===== src/rtl/logic_unit_pkg.sv =====
// Opcode encoding shared by the logic unit, the arbiter and anything that issues ops.
package logic_unit_pkg;

  localparam logic [2:0] OP_NAND = 3'd0;
  localparam logic [2:0] OP_NOT  = 3'd1;
  localparam logic [2:0] OP_AND  = 3'd2;
  localparam logic [2:0] OP_OR   = 3'd3;
  localparam logic [2:0] OP_XOR  = 3'd4;
  localparam logic [2:0] OP_LAST = 3'd4;

  function automatic logic op_illegal(input logic [2:0] op);
    return (op > OP_LAST);
  endfunction

endpackage


===== src/rtl/logic_unit.sv =====
// Combinational bitwise unit: one gate per bit per function, then an opcode mux.
module logic_unit
  import logic_unit_pkg::*;
#(
  parameter int WIDTH = 8
) (
  input  logic [2:0]       op,
  input  logic [WIDTH-1:0] a,
  input  logic [WIDTH-1:0] b,
  output logic [WIDTH-1:0] y,
  output logic             err
);

  logic [WIDTH-1:0] w_nand;
  logic [WIDTH-1:0] w_not;
  logic [WIDTH-1:0] w_and;
  logic [WIDTH-1:0] w_or;
  logic [WIDTH-1:0] w_xor;

  for (genvar i = 0; i < WIDTH; i++) begin : g_bit
    nand u_nand (w_nand[i], a[i], b[i]);
    not  u_not  (w_not[i],  a[i]);
    and  u_and  (w_and[i],  a[i], b[i]);
    or   u_or   (w_or[i],   a[i], b[i]);
    xor  u_xor  (w_xor[i],  a[i], b[i]);
  end

  // Illegal opcodes deliberately produce all-zero data alongside err.
  always_comb begin
    y = '0;
    case (op)
      OP_NAND: y = w_nand;
      OP_NOT:  y = w_not;
      OP_AND:  y = w_and;
      OP_OR:   y = w_or;
      OP_XOR:  y = w_xor;
      default: y = '0;
    endcase
  end

  assign err = op_illegal(op);

endmodule


===== src/rtl/logic_unit_arbiter.sv =====
// Round-robin arbiter granting one requester per cycle onto a shared logic unit,
// with a single registered response slot that holds under backpressure.
module logic_unit_arbiter
  import logic_unit_pkg::*;
#(
  parameter  int NREQ  = 4,
  parameter  int WIDTH = 8,
  parameter  int CNTW  = 16,
  localparam int IDW   = $clog2(NREQ)
) (
  input  logic                  clk,
  input  logic                  rst,
  input  logic [NREQ-1:0]       req_valid,
  output logic [NREQ-1:0]       req_ready,
  input  logic [NREQ*3-1:0]     req_op,
  input  logic [NREQ*WIDTH-1:0] req_a,
  input  logic [NREQ*WIDTH-1:0] req_b,
  output logic                  rsp_valid,
  input  logic                  rsp_ready,
  output logic [WIDTH-1:0]      rsp_data,
  output logic [IDW-1:0]        rsp_id,
  output logic                  rsp_err,
  output logic [CNTW-1:0]       op_count
);

  logic [IDW-1:0]   r_ptr;
  logic             r_valid;
  logic [WIDTH-1:0] r_data;
  logic [IDW-1:0]   r_id;
  logic             r_err;
  logic [CNTW-1:0]  r_count;

  logic             w_found;
  logic [IDW-1:0]   w_gnt;
  logic             w_can_accept;
  logic             w_fire;
  logic             w_done;
  logic [2:0]       w_op;
  logic [WIDTH-1:0] w_a;
  logic [WIDTH-1:0] w_b;
  logic [WIDTH-1:0] w_y;
  logic             w_err;
  logic [IDW-1:0]   w_ptr_nxt;

  // Two passes give wrap-around priority: first at/above the pointer, then below it.
  always_comb begin
    w_found = 1'b0;
    w_gnt   = '0;
    for (int i = 0; i < NREQ; i++) begin
      if (!w_found && req_valid[i] && (i >= int'(r_ptr))) begin
        w_found = 1'b1;
        w_gnt   = IDW'(i);
      end
    end
    for (int i = 0; i < NREQ; i++) begin
      if (!w_found && req_valid[i]) begin
        w_found = 1'b1;
        w_gnt   = IDW'(i);
      end
    end
  end

  assign w_can_accept = !rst && (!r_valid || rsp_ready);
  assign w_fire       = w_can_accept && w_found;
  assign w_done       = r_valid && rsp_ready;

  always_comb begin
    req_ready = '0;
    if (w_fire) req_ready[w_gnt] = 1'b1;
  end

  assign w_op = req_op[int'(w_gnt)*3 +: 3];
  assign w_a  = req_a[int'(w_gnt)*WIDTH +: WIDTH];
  assign w_b  = req_b[int'(w_gnt)*WIDTH +: WIDTH];

  logic_unit #(.WIDTH(WIDTH)) u_logic_unit (
    .op  (w_op),
    .a   (w_a),
    .b   (w_b),
    .y   (w_y),
    .err (w_err)
  );

  assign w_ptr_nxt = (w_gnt == IDW'(NREQ-1)) ? '0 : w_gnt + 1'b1;

  // Response slot: a new grant overwrites a completing response in the same cycle.
  always_ff @(posedge clk) begin
    if (rst) begin
      r_ptr   <= '0;
      r_valid <= 1'b0;
      r_data  <= '0;
      r_id    <= '0;
      r_err   <= 1'b0;
      r_count <= '0;
    end else begin
      if (w_fire) begin
        r_valid <= 1'b1;
        r_data  <= w_y;
        r_id    <= w_gnt;
        r_err   <= w_err;
        r_ptr   <= w_ptr_nxt;
      end else if (w_done) begin
        r_valid <= 1'b0;
      end
      if (w_done) r_count <= r_count + 1'b1;
    end
  end

  assign rsp_valid = r_valid;
  assign rsp_data  = r_data;
  assign rsp_id    = r_id;
  assign rsp_err   = r_err;
  assign op_count  = r_count;

endmodule


===== config.mk =====
export PLATFORM = sky130hd
export DESIGN_NAME = logic_unit_arbiter
export DESIGN_NICKNAME = d
export VERILOG_FILES = /design/src/rtl/logic_unit_pkg.sv /design/src/rtl/logic_unit.sv /design/src/rtl/logic_unit_arbiter.sv
export SDC_FILE = /design/constraint.sdc
export NUM_CORES = 1
export LEC_CHECK = 0
export ABC_CLOCK_PERIOD_IN_PS = 4200
export BUFFER_PORTS_ARGS = -buffer_cell sky130_fd_sc_hd__buf_2
export CAP_MARGIN = 30
export CORE_AREA = 3 3 91 93
export CTS_CLUSTER_SIZE = 16
export DETAILED_ROUTE_END_ITERATION = 6
export DIE_AREA = 0 0 94 96
export PLACE_DENSITY = 0.71
export SLEW_MARGIN = 20
export SYNTH_ARGS = -nofsm -noshare
export SYNTH_HDL_FRONTEND = slang
export SYNTH_SLANG_ARGS = --single-unit

===== constraint.sdc =====
create_clock -name clk -period 4.2 [get_ports clk]
set_clock_uncertainty 0.15 [all_clocks]
set_input_delay 0.84 -clock clk [delete_from_list [all_inputs] [get_ports clk]]
set_output_delay 0.84 -clock clk [all_outputs]
set_load 0.005 [all_outputs]

==> run metrics, run 1 <==
nets 595; Synth Register Bits 30; Iter 0 DRT Violations ~250; fraction of layout cells with a size suffix above 1 between 30 and 40%; Hold Buf Count CTS 0; worst setup margin about 0.5 ns; post-synthesis sequential area ratio 20.2%; Crit-path slowest cell or4b_1; top-area cell type share of the netlist area 20.2%; die width between 90 and 100 um; r2r endpoint rsp_data[2]; Netlist cell types 42; initial antenna violation count 0; Pleak roughly 1.9 nW; Initial Utilization 39.1%; critical path type in2out; Mapped Cells a little under 400; synth cell count leaders 48 x nand2_1, 34 x mux2i_1, 30 x dfxtp_1; setup TNS 0 ns; Die H 96 um; wirelength, routed about 8700 um; first-pass GRT wire length between 10,000 and 15,000 um; pwr/cell area approximately 360 mW/mm2; crit-path max FO 19; relative slew slack between 40 and 50%; Area Growth Syn to Fin 26.9%; pin count of the biggest net entering global routing 28; Ports roughly 120; RSZ-0062 raised after global routing false; final hold vios 0; crit path launch req_valid[2]; crit path time final approximately 3.7 ns; H-Tree Level Count 2; dpl ws about 0.48 ns; num rows 32; final worst path period share about nine tenths; Ys Warns 0; EDFF count, synth 0; CP dominant cell by count buf_2; Wirelength per Cell 14.7 um; drc violations 0; Worst Setup Start Kind input port; Mapped Area ~0.0030 mm2; I/O Buffers 114; die area ~0.009 mm2; via count 3,184; vias in the first global route about 3,000; Tot GR Track Use around a fifth; hpwl dp approximately 6700 um; clk slew on worst S/H paths 0.07 ns; Crit path required time ~3.2 ns; register-to-register setup slack between 0.8 and 0.9 ns; # setup viols final 0; Worst R2R Path Depth 11; Max IR drop VDD about 0.00019 V; Clock Sinks 30; post_cts resized 0; CTS root buf clkbuf_8; Async S/R FF share, synth 0%; gr ovfl total 0; Worst Setup End Kind primary output; reg-to-reg startpoint r_ptr[1]; clk_lat worst skew around 0.28 ns; Post-Synthesis Mean Instance Area 7.68 um2; Routed Antenna Nets 0; most frequent cell after synthesis nand2_1; largest area contributor in the netlist dfxtp_1; fin. max-slew vios 0; Critical Path AT around 2.7 ns; CTS tree built; MaxCap Viol Count 0; Worst-Margin Slew ~0.84 ns; antenna cells 0; Post-Syn Nets between 400 and 500; core area around 0.0076 mm2; leading post-synthesis cells by cell area dfxtp_1 20%, mux2i_1 11%, ha_1 8.8%, nand2_1 6.1%, nand3_1 3.9%; CP endpoint req_ready[2]; vias per cell between 5 and 6; total CTS buffers 5; Pre-antenna DRT Iters 4; fmax around 0.27 GHz; Hold WC Path Type reg2reg; power after layout 1.37 mW; prevailing post-synth register cell dfxtp_1; max incr delay on CP 0.54 ns; Longest Clk Path Bufs 2; GPL Wtd Cong approximately 0.92; status finished clean; setup bufs post-CTS 0; cells along the critical path buf_2, nor2b_1, buf_4, or4b_1, nand2_1, inv_2, ha_1, and2_1, buf_2
-- worst min path at each step --
stage,startpoint,end,slack (ns),cells after the start
2_1_floorplan,rsp_valid,rsp_valid,0.33,2
3_3_place_gp,op_count[5],op_count[5],0.33,2
3_5_place_dp,rsp_valid,rsp_valid,0.34,2
4_1_cts,op_count[10],op_count[10],0.36,2
5_1_grt,op_count[8],op_count[8],0.39,2
6_report,rsp_id[1],rsp_id[1],0.35,2
-- critical path, delay by kind of cell --
kind	cells	cell delay, ns
AND/OR/NAND/NOR	4	0.96
adder cells (fa/ha/maj)	1	0.27
buffers and inverters	4	0.64
-- through the flow --
step	instance area (um2)	cells	hold WS (ns)	util (%)
2_1_floorplan	2970	387	0.332	-
3_3_place_gp	3630	586	0.331	47.7
3_5_place_dp	3630	586	0.345	47.7
4_1_cts	3770	594	0.363	49.6
5_1_grt	3770	594	0.392	49.6
6_report	3770	594	0.351	49.6
-- per-layer routing --
metal	global-route usage (%)	part of all wire (%)	vias to the layer above
met5	0	0	-
met4	4.21	0.87	0
met3	4.85	8.8	8
met2	34.8	50	132
met1	22.8	41	1452
li1	-	-	1592
-- power breakdown --
part           internal, mW  switching (mW)  total, mW
combinational         0.289           0.394      0.683
sequential            0.302          0.0224      0.324
clock                 0.253           0.113      0.366
-- layout by cell type (no fill, tap or decap), drive strengths merged, types with 2 or more instances in the layout --
master,instances
buf,128
nand2,48
mux2i,34
dfxtp,30
inv,27
a21oi,27
nand3,26
ha,21
o21ai,19
nor2,15
nor2b,13
nor4,12
nor3b,10
a221oi,10
a32oi,10
a22oi,8
a211oi,8
xor2,8
clkbuf,6
and2,5
or3,5
and3,3
nand2b,2
nand4,2
xnor2,2
bufinv,2
o211ai,2
-- kinds of logic after synthesis --
| kind of cell | after synthesis | share of synthesized area [%] |
|---|---|---|
| AOI/OAI and AO/OA | 87 | 21.8 |
| xor gates and xnor gates | 10 | 2.95 |
| adders and majority gates | 21 | 8.84 |
| buffers and inverters | 58 | 8.80 |
| DFF | 30 | 20.2 |
| muxes | 34 | 11.5 |
| and+or+nand+nor | 147 | 26.0 |
-- sequential cells by signal (all words and copies together), names as in the netlist --
name / flops
rsp_id: 2
rsp_err: 1
r_ptr: 2
rsp_valid: 1
op_count: 16
rsp_data: 8
-- cell type report --
type / instances / area (um2)
Timing Repair Buffer: 128 / 676
Fill cell: 754 / 3840
Multi-Input combinational cell: 299 / 2120
Inverter: 27 / 101
Sequential cell: 30 / 601
Clock buffer: 6 / 82.6
Tap cell: 102 / 128
Clock inverter: 2 / 60.1
Power figures use the tool's default switching activity.
==> run 2, diff against run 1 <==
--- a/config.mk
+++ b/config.mk
@@ -12,6 +12,7 @@
 export CTS_CLUSTER_SIZE = 16
 export DETAILED_ROUTE_END_ITERATION = 6
 export DIE_AREA = 0 0 94 96
+export MAX_ROUTING_LAYER = met4
 export PLACE_DENSITY = 0.71
 export SLEW_MARGIN = 20
 export SYNTH_ARGS = -nofsm -noshare
==> run 2 against run 1 <==
Effect of this change:
- design area unchanged
- largest power group unchanged
- register-to-register slack about the same
- first-iteration DRC count down 7.3%
- clock-buffer cell count unchanged
- utilization unchanged
- sequential power about the same
- combinational power about the same
- maximum frequency about the same
==> run metrics, run 2 (synthesized netlist as in run 1, its figures left out) <==
Die H between 90 and 100 um; Worst Setup End Kind primary output; die area between 0.009 and 0.01 mm2; reg-to-reg startpoint r_ptr[1]; Worst-Margin Slew approximately 0.85 ns; Routed Antenna Nets 0; Wirelength per Cell approximately 15 um; fraction of layout cells with a size suffix above 1 about a third; H-Tree Level Count 2; Hold WC Path Type reg2reg; dpl ws 0.476 ns; # setup viols final 0; clk_lat worst skew approximately 0.28 ns; vias in the first global route 2,958; drc violations 0; crit path time final 3.71 ns; num rows 32; Worst R2R Path Depth 10; fin. max-slew vios 0; Pre-antenna DRT Iters 4; clk slew on worst S/H paths 0.07 ns; die width roughly 94 um; Max IR drop VDD 0.000191 V; core area 0.00761 mm2; final worst path period share between 80% and 90%; Hold Buf Count CTS 0; Hold Crit Depth 2; I/O Buffers approximately 110; status finished clean; pin count of the biggest net entering global routing 28; Initial Utilization 39.1%; r2r endpoint rsp_data[2]; MaxCap Viol Count 0; CTS tree built; pwr/cell area between 300 and 400 mW/mm2; gr ovfl total 0; critical path type in2out; fmax 0.270 GHz; Ports 115; Pleak roughly 1.9 nW; worst setup margin ~0.5 ns; Crit path required time approximately 3.2 ns; highest-count cells in the layout ignoring fill and taps 114 x buf_2, 48 x nand2_1, 34 x mux2i_1; setup TNS 0 ns; antenna cells 0; CTS root buf clkbuf_8; Largest register FFs 16; via count between 3,000 and 4,000; first-pass GRT wire length about 14,000 um; Tot GR Track Use approximately a fifth; Critical Path AT 2.72 ns; Area Growth Syn to Fin 26.9%; vias per cell between 5 and 6; RSZ-0062 raised after global routing false; Core Util, Final approximately 50%; final hold vios 0; total CTS buffers 5; Worst Hold Launch rsp_id[1]; hpwl dp around 6700 um; post_cts resized 0; Longest Clk Path Bufs 2; setup bufs post-CTS 0; most common cell after layout, fill and taps aside buf_2; crit-path max FO 19; Fillers approximately 750; GPL Wtd Cong between 0.9 and 1; Iter 0 DRT Violations between 200 and 250; wirelength, routed 8740 um; power after layout ~1.4 mW; Clock Sinks 30; relative slew slack 42.9%; initial antenna violation count 0; nets about 600; Worst Setup Start Kind input port; register-to-register setup slack ~0.9 ns; Hold Path Sink rsp_id[1]
==> run 2: cell counts in the layout (fill, tap and decap cells not counted) <==
No cell type changed its count.
==> run 2: power breakdown <==
part | internal (mW) | switching, mW
Combinational | 0.289 | 0.394
Clock | 0.253 | 0.112
Sequential | 0.302 | 0.0221
==> run 2: worst max-delay path, stage by stage <==
cell	delay (ns)
buf_2	0.11
nor2b_1	0.12
buf_4	0.18
or4b_1	0.54
nand2_1	0.17
inv_2	0.23
ha_1	0.27
and2_1	0.13
buf_2	0.12
==> run 2: how the worst max path moves through the flow <==
stage | from | endpoint | cells after the start
final | req_valid[2] | req_ready[2] | 9
after global routing | req_valid[0] | req_ready[3] | 8
after CTS | req_valid[2] | req_ready[2] | 9
after detailed placement | req_valid[2] | req_ready[2] | 9
after global placement | req_valid[2] | req_ready[2] | 9
after floorplan | req_valid[2] | req_ready[0] | 9
==> run 2: layout make-up <==
class | instances | area [um2] | share of cell area [%]
Timing Repair Buffer | 128 | 676 | 17.9
Clock buffer | 6 | 82.6 | 2.19
Multi-Input combinational cell | 299 | 2120 | 56.3
Sequential cell | 30 | 601 | 15.9
Inverter | 27 | 101 | 2.69
Tap cell | 102 | 128 | 3.39
Clock inverter | 2 | 60.1 | 1.59
==> run 2: per-stage QoR <==
| stage | instance area (um2) | std cells | hold slack, ns |
|---|---|---|---|
| after global routing | 3770 | 594 | 0.392 |
| final | 3770 | 594 | 0.351 |
| after detailed placement | 3630 | 586 | 0.345 |
| after CTS | 3770 | 594 | 0.363 |
| after floorplan | 2970 | 387 | 0.332 |
| after global placement | 3630 | 586 | 0.331 |
==> run 2: per-layer routing <==
metal  track usage (%)  wire length, um
met2              34.8             4230
met1              22.8             3660
met3              4.69              745
met4              4.21               98
met5                 -                0
